### src/rtl/code_patch_unit.sv
// Sequential patch unit: runtime-writable patch table in front of a read-only master port.
// One read at a time flows IDLE -> LOOKUP -> (ISSUE -> WAIT ->) RESP; each entry keeps a saturating hit counter.
module code_patch_unit #(
  parameter int ADDR_WIDTH = 32,
  parameter int DATA_WIDTH = 32,
  parameter int NUM_REGS = 8,
  parameter int CNT_WIDTH = 8,
  parameter int SUB_REGS_DATA_WIDTH = (ADDR_WIDTH > DATA_WIDTH) ? ADDR_WIDTH : DATA_WIDTH,
  localparam int IDX_W = (NUM_REGS > 1) ? $clog2(NUM_REGS) : 1
) (
  input  logic                           clk_i,
  input  logic                           rst_ni,
  input  logic                           cfg_pat_gen_i,
  input  logic                           cfg_we_i,
  input  logic [IDX_W-1:0]               cfg_idx_i,
  input  logic [ADDR_WIDTH-1:0]          cfg_addr_i,
  input  logic [SUB_REGS_DATA_WIDTH-1:0] cfg_data_i,
  input  logic                           cfg_mode_i,
  input  logic                           cfg_en_i,
  input  logic                           cfg_oneshot_i,
  input  logic                           cfg_nopg_i,
  input  logic                           si_req_i,
  input  logic [ADDR_WIDTH-1:0]          si_addr_i,
  output logic                           si_gnt_o,
  output logic                           si_rvalid_o,
  output logic [DATA_WIDTH-1:0]          si_data_o,
  output logic                           si_nopg_o,
  output logic                           mi_req_o,
  output logic [ADDR_WIDTH-1:0]          mi_addr_o,
  input  logic                           mi_gnt_i,
  input  logic                           mi_rvalid_i,
  input  logic [DATA_WIDTH-1:0]          mi_data_i,
  input  logic [IDX_W-1:0]               cnt_idx_i,
  input  logic                           cnt_clr_i,
  output logic [CNT_WIDTH-1:0]           cnt_o
);

  typedef enum logic [2:0] {
    IDLE   = 3'd0,
    LOOKUP = 3'd1,
    ISSUE  = 3'd2,
    WAIT   = 3'd3,
    RESP   = 3'd4
  } state_t;

  localparam logic [IDX_W:0] NUM_REGS_W = (IDX_W+1)'(NUM_REGS);

  state_t                         state_r;
  logic [ADDR_WIDTH-1:0]          lat_addr_r;
  logic                           mi_req_r;
  logic [ADDR_WIDTH-1:0]          mi_addr_r;
  logic                           si_rvalid_r;
  logic [DATA_WIDTH-1:0]          si_data_r;
  logic                           si_nopg_r;
  logic [DATA_WIDTH-1:0]          patch_data_r;
  logic                           use_patch_r;

  logic                           ent_en_r      [NUM_REGS];
  logic                           ent_mode_r    [NUM_REGS];
  logic                           ent_oneshot_r [NUM_REGS];
  logic                           ent_nopg_r    [NUM_REGS];
  logic [ADDR_WIDTH-1:0]          ent_addr_r    [NUM_REGS];
  logic [SUB_REGS_DATA_WIDTH-1:0] ent_data_r    [NUM_REGS];
  logic [CNT_WIDTH-1:0]           cnt_r         [NUM_REGS];

  logic                           hit_s;
  logic [IDX_W-1:0]               hit_idx_s;
  logic                           lookup_hit_s;
  logic                           cfg_wr_ok_s;
  logic                           cnt_sel_ok_s;
  logic [CNT_WIDTH-1:0]           cnt_s;

  // Priority match against the latched address; descending scan so the lowest index wins.
  always_comb begin
    hit_s     = 1'b0;
    hit_idx_s = {IDX_W{1'b0}};
    for (int j = NUM_REGS - 1; j >= 0; j--) begin
      if (ent_en_r[j] && (ent_addr_r[j] == lat_addr_r) && cfg_pat_gen_i) begin
        hit_s     = 1'b1;
        hit_idx_s = IDX_W'(j);
      end else begin
        hit_s     = hit_s;
        hit_idx_s = hit_idx_s;
      end
    end
  end

  assign lookup_hit_s = (state_r == LOOKUP) && hit_s;
  assign cfg_wr_ok_s  = cfg_we_i && ({1'b0, cfg_idx_i} < NUM_REGS_W);
  assign cnt_sel_ok_s = ({1'b0, cnt_idx_i} < NUM_REGS_W);

  // Counter read port; out-of-range indices read as zero.
  always_comb begin
    if (cnt_sel_ok_s) begin
      cnt_s = cnt_r[cnt_idx_i];
    end else begin
      cnt_s = {CNT_WIDTH{1'b0}};
    end
  end

  // Patch table: a config write beats the one-shot auto-disable of the same entry.
  always_ff @(posedge clk_i or negedge rst_ni) begin
    if (!rst_ni) begin
      for (int j = 0; j < NUM_REGS; j++) begin
        ent_en_r[j]      <= 1'b0;
        ent_mode_r[j]    <= 1'b0;
        ent_oneshot_r[j] <= 1'b0;
        ent_nopg_r[j]    <= 1'b0;
        ent_addr_r[j]    <= {ADDR_WIDTH{1'b0}};
        ent_data_r[j]    <= {SUB_REGS_DATA_WIDTH{1'b0}};
      end
    end else begin
      for (int j = 0; j < NUM_REGS; j++) begin
        if (cfg_wr_ok_s && (cfg_idx_i == IDX_W'(j))) begin
          ent_en_r[j]      <= cfg_en_i;
          ent_mode_r[j]    <= cfg_mode_i;
          ent_oneshot_r[j] <= cfg_oneshot_i;
          ent_nopg_r[j]    <= cfg_nopg_i;
          ent_addr_r[j]    <= cfg_addr_i;
          ent_data_r[j]    <= cfg_data_i;
        end else if (lookup_hit_s && (hit_idx_s == IDX_W'(j)) && ent_oneshot_r[j]) begin
          ent_en_r[j] <= 1'b0;
        end
      end
    end
  end

  // Saturating hit counters; a clear beats a simultaneous increment.
  always_ff @(posedge clk_i or negedge rst_ni) begin
    if (!rst_ni) begin
      for (int j = 0; j < NUM_REGS; j++) begin
        cnt_r[j] <= {CNT_WIDTH{1'b0}};
      end
    end else begin
      for (int j = 0; j < NUM_REGS; j++) begin
        if (cnt_clr_i && cnt_sel_ok_s && (cnt_idx_i == IDX_W'(j))) begin
          cnt_r[j] <= {CNT_WIDTH{1'b0}};
        end else if (lookup_hit_s && (hit_idx_s == IDX_W'(j)) &&
                     (cnt_r[j] != {CNT_WIDTH{1'b1}})) begin
          cnt_r[j] <= cnt_r[j] + CNT_WIDTH'(1);
        end
      end
    end
  end

  // Transaction FSM with registered handshake and response outputs.
  always_ff @(posedge clk_i or negedge rst_ni) begin
    if (!rst_ni) begin
      state_r      <= IDLE;
      lat_addr_r   <= {ADDR_WIDTH{1'b0}};
      mi_req_r     <= 1'b0;
      mi_addr_r    <= {ADDR_WIDTH{1'b0}};
      si_rvalid_r  <= 1'b0;
      si_data_r    <= {DATA_WIDTH{1'b0}};
      si_nopg_r    <= 1'b0;
      patch_data_r <= {DATA_WIDTH{1'b0}};
      use_patch_r  <= 1'b0;
    end else begin
      case (state_r)
        IDLE: begin
          si_rvalid_r <= 1'b0;
          if (si_req_i) begin
            lat_addr_r <= si_addr_i;
            state_r    <= LOOKUP;
          end
        end
        LOOKUP: begin
          if (hit_s && ent_mode_r[hit_idx_s] && ent_nopg_r[hit_idx_s]) begin
            si_data_r   <= ent_data_r[hit_idx_s][DATA_WIDTH-1:0];
            si_nopg_r   <= 1'b1;
            si_rvalid_r <= 1'b1;
            state_r     <= RESP;
          end else begin
            mi_req_r     <= 1'b1;
            mi_addr_r    <= (hit_s && !ent_mode_r[hit_idx_s]) ?
                            ent_data_r[hit_idx_s][ADDR_WIDTH-1:0] : lat_addr_r;
            use_patch_r  <= hit_s && ent_mode_r[hit_idx_s];
            patch_data_r <= ent_data_r[hit_idx_s][DATA_WIDTH-1:0];
            si_nopg_r    <= 1'b0;
            state_r      <= ISSUE;
          end
        end
        ISSUE: begin
          if (mi_gnt_i) begin
            mi_req_r <= 1'b0;
            state_r  <= WAIT;
          end
        end
        WAIT: begin
          if (mi_rvalid_i) begin
            si_data_r   <= use_patch_r ? patch_data_r : mi_data_i;
            si_rvalid_r <= 1'b1;
            state_r     <= RESP;
          end
        end
        RESP: begin
          si_rvalid_r <= 1'b0;
          state_r     <= IDLE;
        end
        default: begin
          mi_req_r    <= 1'b0;
          si_rvalid_r <= 1'b0;
          state_r     <= IDLE;
        end
      endcase
    end
  end

  assign si_gnt_o    = (state_r == IDLE);
  assign si_rvalid_o = si_rvalid_r;
  assign si_data_o   = si_data_r;
  assign si_nopg_o   = si_nopg_r;
  assign mi_req_o    = mi_req_r;
  assign mi_addr_o   = mi_addr_r;
  assign cnt_o       = cnt_s;

endmodule

### config.mk
export PLATFORM = sky130hd
export DESIGN_NAME = code_patch_unit
export DESIGN_NICKNAME = d
export VERILOG_FILES = /design/src/rtl/code_patch_unit.sv
export SDC_FILE = /design/constraint.sdc
export NUM_CORES = 1
export LEC_CHECK = 0
export CAP_MARGIN = 30
export CORE_MARGIN = 8
export CORE_UTILIZATION = 53
export DETAILED_ROUTE_END_ITERATION = 8
export PLACE_DENSITY = 0.7
export SLEW_MARGIN = 10
export SYNTH_ARGS = -nofsm -noshare
export SYNTH_HDL_FRONTEND = slang
export SYNTH_SLANG_ARGS = --single-unit
### constraint.sdc
create_clock -name clk_i -period 6.8 [get_ports clk_i]
set_input_delay 1.36 -clock clk_i [delete_from_list [all_inputs] [get_ports clk_i]]
set_output_delay 1.36 -clock clk_i [all_outputs]
set_load 0.1 [all_outputs]
**Word level (Yosys, flattened, before mapping)**

Cells that the tools add are included.

- Logic and storage cells: 292
- Bits in registers: 743
- Input bits: 146
- Output and inout bits: 76

- Mux-type cells: 77
- $lt $le $gt $ge: 2
- Bitwise operators: 5
- Reduce and logical (&&, ||, !) cells: 89
- Equality and inequality tests: 46
- Add/sub/neg operators: 8

Operators with widths:

| kind | count |
|---|---|
| $eq A32 B32 Y1 | 8 |
| $mux W32 | 6 |
| $mux W8 | 18 |
| $bmux W32 S3 | 1 |
| $add A8 B1 Y8 const B | 8 |
| $ne A8 B8 Y1 const B | 8 |
| $pmux W32 S2 | 1 |
| $logic_and A1 B1 Y1 | 60 |
| $eq A3 B3 Y1 const B | 13 |
| $mux W3 | 12 |
| $reduce_bool A2 Y1 | 17 |
| $mux W1 | 33 |
| $bmux W8 S3 | 1 |
| $eq A3 B2 Y1 const B | 8 |
| $eq A3 B1 Y1 const B | 4 |
| $logic_not A3 Y1 | 4 |
| $pmux W3 S4 | 1 |
| $reduce_and A3 Y1 | 4 |
| $ge A4 B4 Y1 const B | 2 |
| $ne A2 B2 Y1 const B | 4 |
| $not A3 Y4 | 2 |
| $bmux W1 S3 | 2 |
| $pmux W1 S3 | 2 |
| $reduce_and A2 Y1 | 2 |
| 4 further kinds | 6 |

**Depth between registers and ports, before layout**

- Word-level depth: 19
- Mapped depth: 16
- Gate-level depth less buffers: 12

**Worst setup path before layout**

No wires, ideal clock.

- Path kind: input -> output
- Start point: in cnt_idx_i[0]
- End point: out cnt_o[3]
- Data arrival time: 3.359 ns
- Path buffers: 2
- Cell stages on the path: 4
- Required time: 5.440 ns
- Path slack: 2.081 ns
- Cells stage by stage: clkbuf_1 > buf_1 > mux4_2 > mux2_2

- Word-level cells in the longest chain between the ends: 4

RTL lines:

| item | line | text |
|---|---|---|
| start, declared | 33 | `input logic [IDX_W-1:0] cnt_idx_i,` |
| $not A3 Y4 (implied by the code) | 95 | `cnt_s = cnt_r[cnt_idx_i];` |
| $bmux W8 S3 | 95 |  |
| $mux W8 (implied by the code) (2 in a row) | 95 |  |
| end, declared | 35 | `output logic [CNT_WIDTH-1:0] cnt_o` |

Every way passes these cells. The select of a mux whose other input is x is not followed.

**Worst setup path after layout**

- Start point: in cfg_pat_gen_i
- End point: reg si_data_r[15] (netlist: si_data_o[15])

- Word-level cells in the longest chain between the ends: 17
- Elaborated cells on any way between the ends: 40
- Classes of those cells: 1 x eq/ne; 27 x mux; 1 x bitwise; 11 x reduce/logical

RTL lines:

| item | line | text |
|---|---|---|
| start, declared | 13 | `input logic cfg_pat_gen_i,` |
| $logic_and A1 B1 Y1 | 78 | `if (ent_en_r[j] && (ent_addr_r[j] == lat_addr_r) && cfg_pat_gen_i) begin` |
| $mux W3 (8 in a row) | 78 |  |
| $not A3 Y4 (implied by the code) | 168, 169 |  |
| $bmux W1 S3 | 168 | `if (hit_s && ent_mode_r[hit_idx_s] && ent_nopg_r[hit_idx_s]) begin` |
| $mux W1 (implied by the code) (2 in a row) | 168 |  |
| $logic_and A1 B1 Y1 (2 in a row) | 168 |  |
| $ne A2 B1 Y1 (no source line) | n/a |  |
| $reduce_and A3 Y1 (no source line) | n/a |  |
| end signal, assigned | 154 | `si_data_r <= {DATA_WIDTH{1'b0}};` |
| end signal, assigned | 169 | `si_data_r <= ent_data_r[hit_idx_s][DATA_WIDTH-1:0];` |
| end signal, assigned | 191 | `si_data_r <= use_patch_r ? patch_data_r : mi_data_i;` |
| end, declared | 53 | `logic [DATA_WIDTH-1:0] si_data_r;` |

Several ways; a longest one is shown, not always the timed one. The select of a mux whose other input is x is not followed.
A chain may end at the register's enable or synchronous reset.

==> results.sh <==
export IMPL_die_w_um=278
export IMPL_numPortBuffers=221
export IMPL_end_kind="flop"
export IMPL_rsz0062_at_grt="no"
export IMPL_clockRootBuffer="clkbuf_16"
export IMPL_synthArstFlopShare_pct=100
export IMPL_power_switching_mw=7.29
export IMPL_path_clk_slew_ns=0.06
export IMPL_grt_usage_pct=30.8
export IMPL_cts_setup_buffers=0
export IMPL_synth_seq_cells=743
export IMPL_fin_crit_ns=5.91
export IMPL_io_pins=222
export IMPL_arrival_ns=6.45
export IMPL_power_leakage_nw=18.2
export IMPL_internal_power_mw=10.8
export IMPL_area_growth_pct=17.1
export IMPL_setup_viol=0
export IMPL_hold_buffers=0
export IMPL_tns_ns=0
export IMPL_cp_start_kind="input port"
export IMPL_rows=96
export IMPL_synth_edf_count=0
export IMPL_initial_core_util_pct=53.3
export IMPL_layout_nets=3308
export IMPL_hpwl_mm=81.2
export IMPL_crit_chain="clkdlybuf4s50_1, nand2_1, nor3_1, nand4_1, nor4_1, buf_4, a21oi_1, o22ai_1, nor2b_2, buf_4, a21oi_1, nand4_4, o22a_2, buf_4, mux2i_1"
export IMPL_fin_area_um2=42600
export IMPL_synth_avg_cell_area_um2=12.3
export IMPL_cp_slowest_cell="clkdlybuf4s50_1"
export IMPL_place_area_um2=39700
export IMPL_cts_htree_levels=3
export IMPL_drt_iter0_drc=2436
export IMPL_hold_class="flop to flop"
export IMPL_place_worst_setup_slack_ns=0.289
export IMPL_ant_nets=0
export IMPL_die_h_um=278
export IMPL_ys_flop_type="dfrtp_1"
export IMPL_worst_pin_slew_ns=1.11
export IMPL_place_gp_congestion=0.973
export IMPL_hold_viol=0
export IMPL_grt_pass1_vias=26900
export IMPL_wire_per_inst_um=29.3
export IMPL_final_common_cell="dfrtp_1"
export IMPL_synth_cell_types=69
export IMPL_pwr_share_seq_pct=37.7
export IMPL_most_common_layout_cells="742 x dfrtp_1, 629 x mux2_2, 233 x xor2_1"
export IMPL_coreArea_um2=68200
export IMPL_grt_remaining_overflow=0
export IMPL_hold_ws_ns=0.496
export IMPL_syn_num_nets=3106
export IMPL_yosysWarnings=0
export IMPL_antenna_found_initial=5
export IMPL_setup_ws_ns=0.889
export IMPL_max_freq_mhz=169
export IMPL_maxSlewHeadroom_pct=26.2
export IMPL_p_total_mw=18.1
export IMPL_cts_tree="built"
export IMPL_vdd_ir_drop_worst_uv=639
export IMPL_maxCapViolCount=0
export IMPL_p_clk_share_pct=26.3
export IMPL_synth_area_um2=36400
export IMPL_crit_top_cell="buf_4"
export IMPL_syn_inst=2952
export IMPL_drc=0
export IMPL_clock_sinks=743
export IMPL_critical_path_class="input port to flop"
export IMPL_clk_latency_ns=0.63
export IMPL_vias_per_cell=6.34
export IMPL_routed_wl_mm=120
export IMPL_seq_area_frac_synth_pct=51.1
export IMPL_max_stage_delay_ns=0.73
export IMPL_powerDensity_nw_per_um2=425
export IMPL_status="completed"
export IMPL_p_comb_share_pct=36.0
export IMPL_slew_viol_final=0
export IMPL_cts_path_max_buffers=3
export IMPL_dieArea_um2=77300
export IMPL_firstDrtPassIters=6
export IMPL_drive_gt1_share_pct=27.5
export IMPL_fin_crit_sh_pct=86.9
export IMPL_grt_max_degree=190
export IMPL_cp_required_ns=7.34
export IMPL_critPathMaxFanout=24
export IMPL_cts_buffers=83
export IMPL_grt_pass1_wl_mm=179
export IMPL_switching_share_pct=40.3
export IMPL_fill_cells=5286
export IMPL_cts_resized_gates=0
export IMPL_via_count=26000
export IMPL_fin_skew_ns=0.0174
synth_stat cells, types with 27 or more instances:
cell / number / area (µm²)
a21oi_1: 52 / 260
a221oi_1: 50 / 438
and3_1: 30 / 188
buf_2: 32 / 160
clkbuf_1: 99 / 372
dfrtp_1: 743 / 18600
inv_1: 57 / 214
mux2_1: 39 / 439
mux2_2: 629 / 7080
mux2i_1: 76 / 761
nand2_1: 86 / 323
nand3_1: 74 / 370
nand4_1: 76 / 475
nor2_1: 192 / 721
nor2b_1: 35 / 219
nor3_1: 27 / 135
nor4_1: 86 / 538
xnor2_1: 63 / 552
xor2_1: 233 / 2040
critical path: cells and delay by family:
kind / cells / cell delay (ns)
AOI/OAI and AO/OA: 4 / 1.02
and+or+nand+nor: 6 / 1.92
buffers and inverters: 4 / 1.78
muxes: 1 / 0.26
cells by family (layout without fill, tap and decap cells):
| logic type | after synthesis | count (layout) | share of synthesized area [%] |
|---|---|---|---|
| buffers and inverters | 235 | 502 | 3.04 |
| AOI/OAI and AO/OA | 221 | 221 | 4.73 |
| and+or+nand+nor | 689 | 689 | 9.94 |
| other | 0 | 4 | 0 |
| xor gates and xnor gates | 296 | 296 | 7.13 |
| adders and majority gates | 8 | 8 | 0.275 |
| DFF | 743 | 743 | 51.1 |
| muxes | 760 | 760 | 23.8 |
final cells by class:
type | count | area, µm² | share of cell area, %
sequential | 743 | 18600 | 43.7
multi-input combinational | 1974 | 16700 | 39.3
timing repair buffer | 295 | 3030 | 7.11
clock buffer | 121 | 2420 | 5.69
tap | 882 | 1100 | 2.59
clock inverter | 29 | 464 | 1.09
inverter | 57 | 214 | 0.503
antenna | 4 | 10.0 | 0.0235
power groups by stage:
| stage | Sequential [mW] | Clock (mW) | Combinational, mW |
|---|---|---|---|
| final | 6.83 | 4.76 | 6.53 |
| after floorplan | 7.52 | 0 | 3.37 |
| after global routing | 6.93 | 5.00 | 6.86 |
| after global placement | 6.91 | 0 | 6.10 |
| after detailed placement | 6.86 | 0 | 6.40 |
| after CTS | 6.81 | 4.82 | 6.44 |
state kept, by name (all words and copies together), names as in the netlist, 3 cells and up:
signal	flops
ent_addr_r	256
lat_addr_r	32
state_r	3
mi_addr_o	32
si_data_o	32
ent_data_r	256
ent_nopg_r	8
ent_mode_r	8
cnt_r	64
ent_en_r	8
ent_oneshot_r	8
patch_data_r	32
per-layer routing:
metal  up-vias  wire length (µm)  part of all wire (%)  global-route usage [%]
li1      11100                 -                     -                       -
met1     13600             52000                    43                    43.4
met2      1128             54600                    45                    47.4
met3       211              9840                   8.2                    6.32
met4         2              3870                   3.2                    10.3
met5         -                13                 0.011                       0
path summary, 6_finish.rpt:
path                                 start         endpoint  slack (ns)  cells past startpoint
max in group asynchronous           rst_ni      use_patch_r        4.47                      2
min in group asynchronous           rst_ni  ent_addr_r[210]        0.73                      1
hold / removal             ent_data_r[187]  ent_data_r[187]        0.50                      1
setup reg to reg             lat_addr_r[2]    si_data_o[15]        1.36                     14
setup / recovery             cfg_pat_gen_i    si_data_o[15]        0.89                     15
hold reg to reg            ent_data_r[187]  ent_data_r[187]        0.50                      1
stage by stage:
step / cells / utilization, %
final: 4105 / 62.4
after global routing: 4101 / 62.4
after CTS: 4099 / 62.4
after detailed placement: 3949 / 58.1
after global placement: 3938 / 57.8
after floorplan: 2952 / -
(Power assumes the default switching activity.)
